$ cat src/rtl/par_engine_if.sv
// Bus interface for par_engine: TX word/parity signals and the RX sample
// stream with its check results. The engine uses the slave modport, the
// agent that drives frames and words uses the master modport.
// The Err_Cnt member exists only when PAR_ERR_CNT_EN is defined.
interface par_engine_if #(
  parameter int DATA_WIDTH = 8
);
  logic                  PAR_EN;
  logic [1:0]            PAR_TYP;
  logic                  Data_Valid;
  logic [DATA_WIDTH-1:0] P_DATA;
  logic                  PAR_bit;
  logic                  PAR_bit_vld;
  logic                  Rx_Start;
  logic                  Sample_Strb;
  logic                  Sampled_Bit;
  logic                  Chk_Done;
  logic                  Par_Err;
`ifdef PAR_ERR_CNT_EN
  logic [7:0]            Err_Cnt;
`endif

  modport master (
    output PAR_EN, PAR_TYP, Data_Valid, P_DATA, Rx_Start, Sample_Strb, Sampled_Bit,
    input  PAR_bit, PAR_bit_vld, Chk_Done, Par_Err
`ifdef PAR_ERR_CNT_EN
    , Err_Cnt
`endif
  );

  modport slave (
    input  PAR_EN, PAR_TYP, Data_Valid, P_DATA, Rx_Start, Sample_Strb, Sampled_Bit,
    output PAR_bit, PAR_bit_vld, Chk_Done, Par_Err
`ifdef PAR_ERR_CNT_EN
    , Err_Cnt
`endif
  );
endinterface

$ cat src/rtl/par_engine.sv
// par_engine: parametrised UART parity generator (TX) and checker (RX).
// TX registers the parity of a parallel word one cycle after Data_Valid.
// RX folds a serial LSB-first bitstream into a running XOR, one bit per
// Sample_Strb, and compares the received parity bit against it.
// Parity types: 00 even, 01 odd, 10 mark, 11 space.
// Optional build macro PAR_ERR_CNT_EN adds an 8-bit saturating Err_Cnt.
module par_engine #(
  parameter int DATA_WIDTH = 8
) (
  input  logic        CLK,
  input  logic        RST,
  par_engine_if.slave bus
);

  localparam int CNT_W = $clog2(DATA_WIDTH);
  localparam logic [CNT_W-1:0] LAST_BIT = CNT_W'(DATA_WIDTH - 1);

  typedef enum logic [1:0] {
    IDLE = 2'd0,
    DATA = 2'd1,
    PAR  = 2'd2
  } rx_state_t;

  // Parity for a given type, from the XOR-reduction of the data bits.
  function automatic logic par_fn(input logic xor_red, input logic [1:0] typ);
    logic p;
    case (typ)
      2'b00:   p = xor_red;
      2'b01:   p = ~xor_red;
      2'b10:   p = 1'b1;
      default: p = 1'b0;
    endcase
    return p;
  endfunction

  // ---------------------------------------------------------------- TX
  logic par_bit_p1;
  logic par_vld_p1;

  // TX result register: loads on Data_Valid, otherwise holds.
  always_ff @(posedge CLK) begin
    if (RST) begin
      par_bit_p1 <= 1'b0;
      par_vld_p1 <= 1'b0;
    end else if (bus.Data_Valid) begin
      if (bus.PAR_EN) begin
        par_bit_p1 <= par_fn(^bus.P_DATA, bus.PAR_TYP);
        par_vld_p1 <= 1'b1;
      end else begin
        par_bit_p1 <= 1'b0;
        par_vld_p1 <= 1'b0;
      end
    end
  end

  assign bus.PAR_bit     = par_bit_p1;
  assign bus.PAR_bit_vld = par_vld_p1;

  // ---------------------------------------------------------------- RX
  rx_state_t        state_q, state_d;
  logic             acc_q, acc_d;
  logic [CNT_W-1:0] cnt_q, cnt_d;
  logic             en_q, en_d;
  logic [1:0]       typ_q, typ_d;
  logic             done_d, err_d;
  logic             chk_done_p1;
  logic             par_err_p1;

  // RX state, accumulator, counter, latched frame mode and result pulses.
  always_ff @(posedge CLK) begin
    if (RST) begin
      state_q     <= IDLE;
      acc_q       <= 1'b0;
      cnt_q       <= '0;
      en_q        <= 1'b0;
      typ_q       <= 2'b00;
      chk_done_p1 <= 1'b0;
      par_err_p1  <= 1'b0;
    end else begin
      state_q     <= state_d;
      acc_q       <= acc_d;
      cnt_q       <= cnt_d;
      en_q        <= en_d;
      typ_q       <= typ_d;
      chk_done_p1 <= done_d;
      par_err_p1  <= err_d;
    end
  end

  // RX next-state: Rx_Start wins over a same-cycle strobe and aborts any
  // frame in flight; the frame mode is frozen at start.
  always_comb begin
    state_d = state_q;
    acc_d   = acc_q;
    cnt_d   = cnt_q;
    en_d    = en_q;
    typ_d   = typ_q;
    done_d  = 1'b0;
    err_d   = 1'b0;
    if (bus.Rx_Start) begin
      state_d = DATA;
      acc_d   = 1'b0;
      cnt_d   = '0;
      en_d    = bus.PAR_EN;
      typ_d   = bus.PAR_TYP;
    end else if (bus.Sample_Strb) begin
      case (state_q)
        DATA: begin
          acc_d = acc_q ^ bus.Sampled_Bit;
          cnt_d = cnt_q + 1'b1;
          if (cnt_q == LAST_BIT) begin
            cnt_d = '0;
            if (en_q) begin
              state_d = PAR;
            end else begin
              state_d = IDLE;
              done_d  = 1'b1;
            end
          end
        end
        PAR: begin
          state_d = IDLE;
          done_d  = 1'b1;
          err_d   = (bus.Sampled_Bit != par_fn(acc_q, typ_q));
        end
        default: ;
      endcase
    end
  end

  assign bus.Chk_Done = chk_done_p1;
  assign bus.Par_Err  = par_err_p1;

`ifdef PAR_ERR_CNT_EN
  logic [7:0] err_cnt_q;

  // Saturating count of parity errors; only RST clears it.
  always_ff @(posedge CLK) begin
    if (RST) begin
      err_cnt_q <= 8'd0;
    end else if (err_d && (err_cnt_q != 8'hFF)) begin
      err_cnt_q <= err_cnt_q + 8'd1;
    end
  end

  assign bus.Err_Cnt = err_cnt_q;
`endif

endmodule

$ cat src/flat_wrapper.sv
// flat-port wrapper written by rule: the top's interface ports become plain ports
module par_engine_flat 
#(
  parameter int DATA_WIDTH = 8
)
  (CLK, RST, bus_PAR_EN, bus_PAR_TYP, bus_Data_Valid, bus_P_DATA, bus_Rx_Start, bus_Sample_Strb, bus_Sampled_Bit, bus_PAR_bit, bus_PAR_bit_vld, bus_Chk_Done, bus_Par_Err);
  par_engine_if #(.DATA_WIDTH(DATA_WIDTH)) bus_i ();
  input  logic CLK;
  input  logic RST;
  input wire logic [$bits(bus_i.PAR_EN)-1:0] bus_PAR_EN;
  input wire logic [$bits(bus_i.PAR_TYP)-1:0] bus_PAR_TYP;
  input wire logic [$bits(bus_i.Data_Valid)-1:0] bus_Data_Valid;
  input wire logic [$bits(bus_i.P_DATA)-1:0] bus_P_DATA;
  input wire logic [$bits(bus_i.Rx_Start)-1:0] bus_Rx_Start;
  input wire logic [$bits(bus_i.Sample_Strb)-1:0] bus_Sample_Strb;
  input wire logic [$bits(bus_i.Sampled_Bit)-1:0] bus_Sampled_Bit;
  output wire logic [$bits(bus_i.PAR_bit)-1:0] bus_PAR_bit;
  output wire logic [$bits(bus_i.PAR_bit_vld)-1:0] bus_PAR_bit_vld;
  output wire logic [$bits(bus_i.Chk_Done)-1:0] bus_Chk_Done;
  output wire logic [$bits(bus_i.Par_Err)-1:0] bus_Par_Err;
  assign bus_i.PAR_EN = bus_PAR_EN;
  assign bus_i.PAR_TYP = bus_PAR_TYP;
  assign bus_i.Data_Valid = bus_Data_Valid;
  assign bus_i.P_DATA = bus_P_DATA;
  assign bus_i.Rx_Start = bus_Rx_Start;
  assign bus_i.Sample_Strb = bus_Sample_Strb;
  assign bus_i.Sampled_Bit = bus_Sampled_Bit;
  assign bus_PAR_bit = bus_i.PAR_bit;
  assign bus_PAR_bit_vld = bus_i.PAR_bit_vld;
  assign bus_Chk_Done = bus_i.Chk_Done;
  assign bus_Par_Err = bus_i.Par_Err;
  par_engine #(.DATA_WIDTH(DATA_WIDTH)) u_core (.CLK(CLK), .RST(RST), .bus(bus_i));
endmodule
$ cat config.mk
export PLATFORM = sky130hd
export DESIGN_NAME = par_engine_flat
export DESIGN_NICKNAME = d
export VERILOG_FILES = /design/src/rtl/par_engine_if.sv /design/src/rtl/par_engine.sv /design/src/flat_wrapper.sv
export SDC_FILE = /design/constraint.sdc
export NUM_CORES = 1
export LEC_CHECK = 0
export CORE_MARGIN = 2
export CORE_UTILIZATION = 46
export DETAILED_ROUTE_END_ITERATION = 7
export PLACE_DENSITY_LB_ADDON = 0.08
export SLEW_MARGIN = 30
export SYNTH_ARGS = -nofsm -noshare
export SYNTH_HDL_FRONTEND = slang
export SYNTH_SLANG_ARGS = --single-unit
$ cat constraint.sdc
create_clock -name CLK -period 2.85 [get_ports CLK]
set_clock_uncertainty 0.1 [all_clocks]
set_input_delay 0.285 -clock CLK [delete_from_list [all_inputs] [get_ports CLK]]
set_output_delay 0.285 -clock CLK [all_outputs]
set_load 0.01 [all_outputs]
* Word level (Yosys, flattened, before mapping)
Index checks and enable logic that the tools add are counted.
Word-level totals: register bits 13, input bits 17, word-level logic and storage cells 54
Operators by class: add/subtract/negate cells 1, equal/unequal tests 10, muxes and demuxes 16, bitwise gates (word level) 5, reduce and logical (&&, ||, !) cells 12
Operator list (count):
- 1-bit 2-to-1 mux | 9
- 8-bit parity | 1
- 2-bit by 1-bit equality test with 1-bit output, second input constant | 3
- 2-bit equality test, second input constant | 3
- 1-bit case mux with 3 select lines | 2
- 3-bit AND reduction | 2
- 2-bit logical NOT | 2
- 2-bit 2-to-1 mux | 2
- 1-bit NOT | 4
- 2-bit case mux with 2 select lines | 1
- 2-bit nonzero test | 2
- 4-bit OR reduction | 1
- 3-bit by 1-bit adder with 3-bit output, second input constant | 1
- 3-bit equality test, second input constant | 1
- 3-bit 2-to-1 mux | 1
- 3-bit by 2-bit inequality test with 1-bit output, second input constant | 1
- 3-bit nonzero test | 1
- 3-bit OR reduction | 1
- 2-bit by 1-bit inequality test with 1-bit output, second input constant | 1
- 1-bit case mux with 2 select lines | 1
- 2-bit AND reduction | 1
- 2-bit OR reduction | 1
- 1-bit inequality test | 1
- 1-bit XOR | 1

* Logic depth before layout (Yosys ltp)
depth in word-level cells 6, depth in mapped cells 7

* Worst setup path before layout
OpenSTA, ideal clock, no wires.
path kind in2reg, from input port bus_P_DATA[7], to register u_core.par_bit_p1 (netlist: u_core.bus.PAR_bit), arrival 1069 ps, data required time 2654 ps, slack 1585 ps, stages 5, path through xor2_1 > xnor2_1 > xnor2_1 > nor3_1 > o41ai_2
On the way: longest elaborated chain between the ends 4
RTL lines:
- from (decl) | RTL line flat_wrapper.sv:13 | input wire logic [$bits(bus_i.P_DATA)-1:0] bus_P_DATA;
- 8-bit parity * | RTL line par_engine.sv:47 | par_bit_p1 <= par_fn(^bus.P_DATA, bus.PAR_TYP);
- 1-bit NOT | RTL line par_engine.sv:29 | 2'b01: p = ~xor_red;
- 1-bit case mux with 3 select lines * | RTL line par_engine.sv:27 | case (typ)
- 1-bit 2-to-1 mux * | RTL line par_engine.sv:46 | if (bus.PAR_EN) begin
- to (signal assigned) | RTL line par_engine.sv:47
- to (decl) | RTL line par_engine.sv:37 | logic par_bit_p1;
Every way passes the cells marked *; elsewhere a longest branch is shown, timed or not. A chain may end at the register's enable or synchronous reset.

* Final worst setup path
from register u_core.par_bit_p1 (netlist: u_core.bus.PAR_bit), to output port bus_PAR_bit
RTL lines:
- to (decl) | RTL line flat_wrapper.sv:17 | output wire logic [$bits(bus_i.PAR_bit)-1:0] bus_PAR_bit;
No word-level cell between the ends.

==> key figures <==
Critical path
  – CP max FO: 2
  – Critical Path Source Type: flop
  – CP cell instances: clkdlybuf4s50_1
  – WP buf/inv: 1
  – CP top delay family: buffers and inverters
  – Worst endpoint required time: 2470 ps
  – Slowest CP cell: clkdlybuf4s50_1
  – CP arrival: 1150 ps
  – Crit Path Class: flop to primary output
  – Worst Setup End Kind: primary output
  – Slowest stage delay, CP: 540 ps

Die
  – Die ar.: 1704 um^2
  – Core area: 1301 um^2
  – Chip width: 41.28 um
  – Initial Util: 49.13%
  – Num ports: 21
  – Die Span Y: 41.28 um
  – Row count: 13

Logic synthesis
  – Synth Area in Compound Gates: 9.198%
  – Ys Warns: 0
  – Post-Syn Area per Cell: about 8.6 um^2
  – Seq/Total Area, Yosys: 40.70%
  – Synth Register Bits: 13
  – Synth Area in XOR/XNOR: a little over an eighth
  – Synthesized cell area: 639.4 um^2
  – Mapped Cells: 74
  – Net Count, Synth: 95
  – Post-Synth Simple-Gate Area: 19.77%
  – Distinct cells, synth: 19
  – Multiplexer share of the synthesized area: 4.697%
  – Largest family of logic cells by synthesized area: simple AND/OR/NAND/NOR gates
  – Synth Area in Adders: under 10%

Clock network
  – Clk sinks: 13
  – CTS Hold Bufs: 0
  – Clock Latency Late Sink: 260 ps
  – Htree depth: 1
  – Root Buffer: clkbuf_4
  – Post-CTS setup buffer count: 0
  – CTS tree: yes
  – Total CTS buffers: 3
  – Resized Gates After CTS: 0
  – Clock-pin transition on the worst setup and hold timing paths: 80 ps
  – Clock Path Buffers: 2

Placed design
  – Final Wtd Congestion: 0.6649
  – Port Buf Inserts: 20
  – Setup WS pre-CTS: 1048 ps
  – DP HPWL: 944.2 um
  – Dpl cells: approximately 110

STA
  – Hold Vio Cnt, Final: 0
  – Fin crit share: around 54%
  – Setup TNS: 0 ps
  – Fin crit period: 1532 ps
  – Hold slack: 365.0 ps
  – Endpoints failing setup: 0
  – Min setup slack post-route: 1318 ps
  – Slew HR: 80.63%
  – Final Slew Violations: 0
  – Unrepaired setup endpoints after global routing: false
  – Fmax: 652.6 MHz
  – Worst slew pin tran: 286.5 ps

Route
  – Antenna viol nets, final: 0
  – Drt total wl: roughly 1.1 mm
  – Starting DRT DRC Count: 4
  – Via count: 547
  – Routed WL per cell: 10.42 um
  – Pre-antenna DRT Iters: 3
  – Drt via density: between 4 and 5
  – Residual DRC: 0

Pwr
  – P per Cell Area: 431.7 nW/um^2
  – Static Leak: 0.3380 nW
  – NetSw: roughly 0.00009 W
  – Clock Power Share: 29.2%
  – Reg power frac: about half
  – Total power: 0.0003770 W
  – P_int: 0.0002864 W
  – Max IR drop VDD: 255.9 uV
  – Combinational power share: 20.0%
  – Sw Ratio: 24.04%

Global route
  – Vias in the first global route: 478
  – First-pass GRT wire length: 1.945 mm
  – GR Overflow Total: 0
  – Initial antenna violation count: 0
  – GRT Util Overall: 17.23%
  – Pin count of the biggest net entering global routing: 9

Cells and area
  – Final cell count without fillers: 110
  – Ant. Diodes: 0
  – Layout overhead on the synthesized area: 36.60%
  – Final net count: 117
  – Layout cells sized above 1: ~4.2%

Run
  – Max-Cap Viols: 0

Hold path
  – Hold Path Class: flop to flop

Run status
  – Outcome: finished, final reports clean
==> state kept, by name, indices dropped and copies added, names as in the netlist <==
| signal | count |
|---|---|
| u_core.bus.Par_Err | 1 |
| u_core.bus.Chk_Done | 1 |
| u_core.bus.PAR_bit_vld | 1 |
| u_core.cnt_q | 3 |
| u_core.typ_q | 2 |
| u_core.acc_q | 1 |
| u_core.en_q | 1 |
| u_core.state_q | 2 |
| u_core.bus.PAR_bit | 1 |
==> cell type report <==
class                           instances  area, um^2
Timing Repair Buffer                   20       200.2
Fill cell                             124       427.9
Sequential cell                        13       260.3
Clock buffer                            4       26.28
Multi-Input combinational cell         54       352.8
Inverter                                4       15.01
Tap cell                               15       18.77
==> cells by family after synthesis <==
group,after synthesis
mux,3
flops,13
fa+ha+maj,4
xor+xnor,10
simple gates,28
buf+inv,7
compound gates,9
==> power by group through the flow <==
| stage | clock [W] | combinational [W] | sequential, W |
|---|---|---|---|
| after CTS | 0.000117 | 0.0000766 | 0.000191 |
| after floorplan | 0 | 0.0000422 | 0.000196 |
| after global routing | 0.000125 | 0.0000837 | 0.000192 |
| final | 0.000110 | 0.0000756 | 0.000191 |
| after detailed placement | 0 | 0.0000762 | 0.000196 |
| after global placement | 0 | 0.0000749 | 0.000196 |
==> synth_stat cells, drive strengths merged <==
library cell / instances / area, um^2
a21oi: 6 / 30.03
clkbuf: 3 / 11.26
dfxtp: 13 / 260.3
ha: 4 / 50.05
inv: 4 / 15.01
mux2i: 3 / 30.03
nand2: 7 / 26.28
nand2b: 1 / 6.260
nand3: 3 / 15.01
nor2: 11 / 41.29
nor3: 2 / 10.01
nor4: 2 / 12.51
nor4b: 1 / 8.760
o21a: 1 / 7.510
o21ai: 1 / 5.000
o41ai: 1 / 16.27
or2: 1 / 6.260
xnor2: 8 / 70.07
xor2: 2 / 17.52
==> worst paths after layout <==
kind / start / endpoint / slack, ps / depth (start not counted)
min reg2reg: u_core.cnt_q[2]$_SDFFE_PP0P_ / u_core.cnt_q[2]$_SDFFE_PP0P_ / 370 / 2
min: u_core.cnt_q[2]$_SDFFE_PP0P_ / u_core.cnt_q[2]$_SDFFE_PP0P_ / 370 / 2
max reg2reg: u_core.cnt_q[0]$_SDFFE_PP0P_ / u_core.state_q[0]$_SDFFE_PP0P_ / 1440 / 7
max: u_core.bus.PAR_bit$_SDFFE_PP0P_ / bus_PAR_bit / 1320 / 1
==> placed cells by master (no fill, tap or decap), types with 2 or more instances in the layout <==
cell	n
inv_1	4
dfxtp_1	13
nor4_1	2
mux2i_1	3
clkdlybuf4s50_1	20
xnor2_1	8
nand3_1	3
clkbuf_4	3
xor2_1	2
a21oi_1	6
nor3_1	2
nand2_1	7
ha_1	4
nor2_1	11
==> routing by layer <==
layer	global-route usage (%)	share of wire (%)	up-vias
met2	28.13	46	16
met5	0	0	-
li1	-	-	288
met4	4.839	0.52	0
met1	21.57	48	241
met3	5.435	5.2	2
==> metrics by stage <==
stage / util, % / instance area, um^2
after global routing: 67.12 / 873.3
after floorplan: - / 639.4
final: 67.12 / 873.3
after CTS: 67.12 / 873.3
after detailed placement: 65.10 / 847.1
after global placement: 65.10 / 847.1
(Power assumes the default switching activity.)
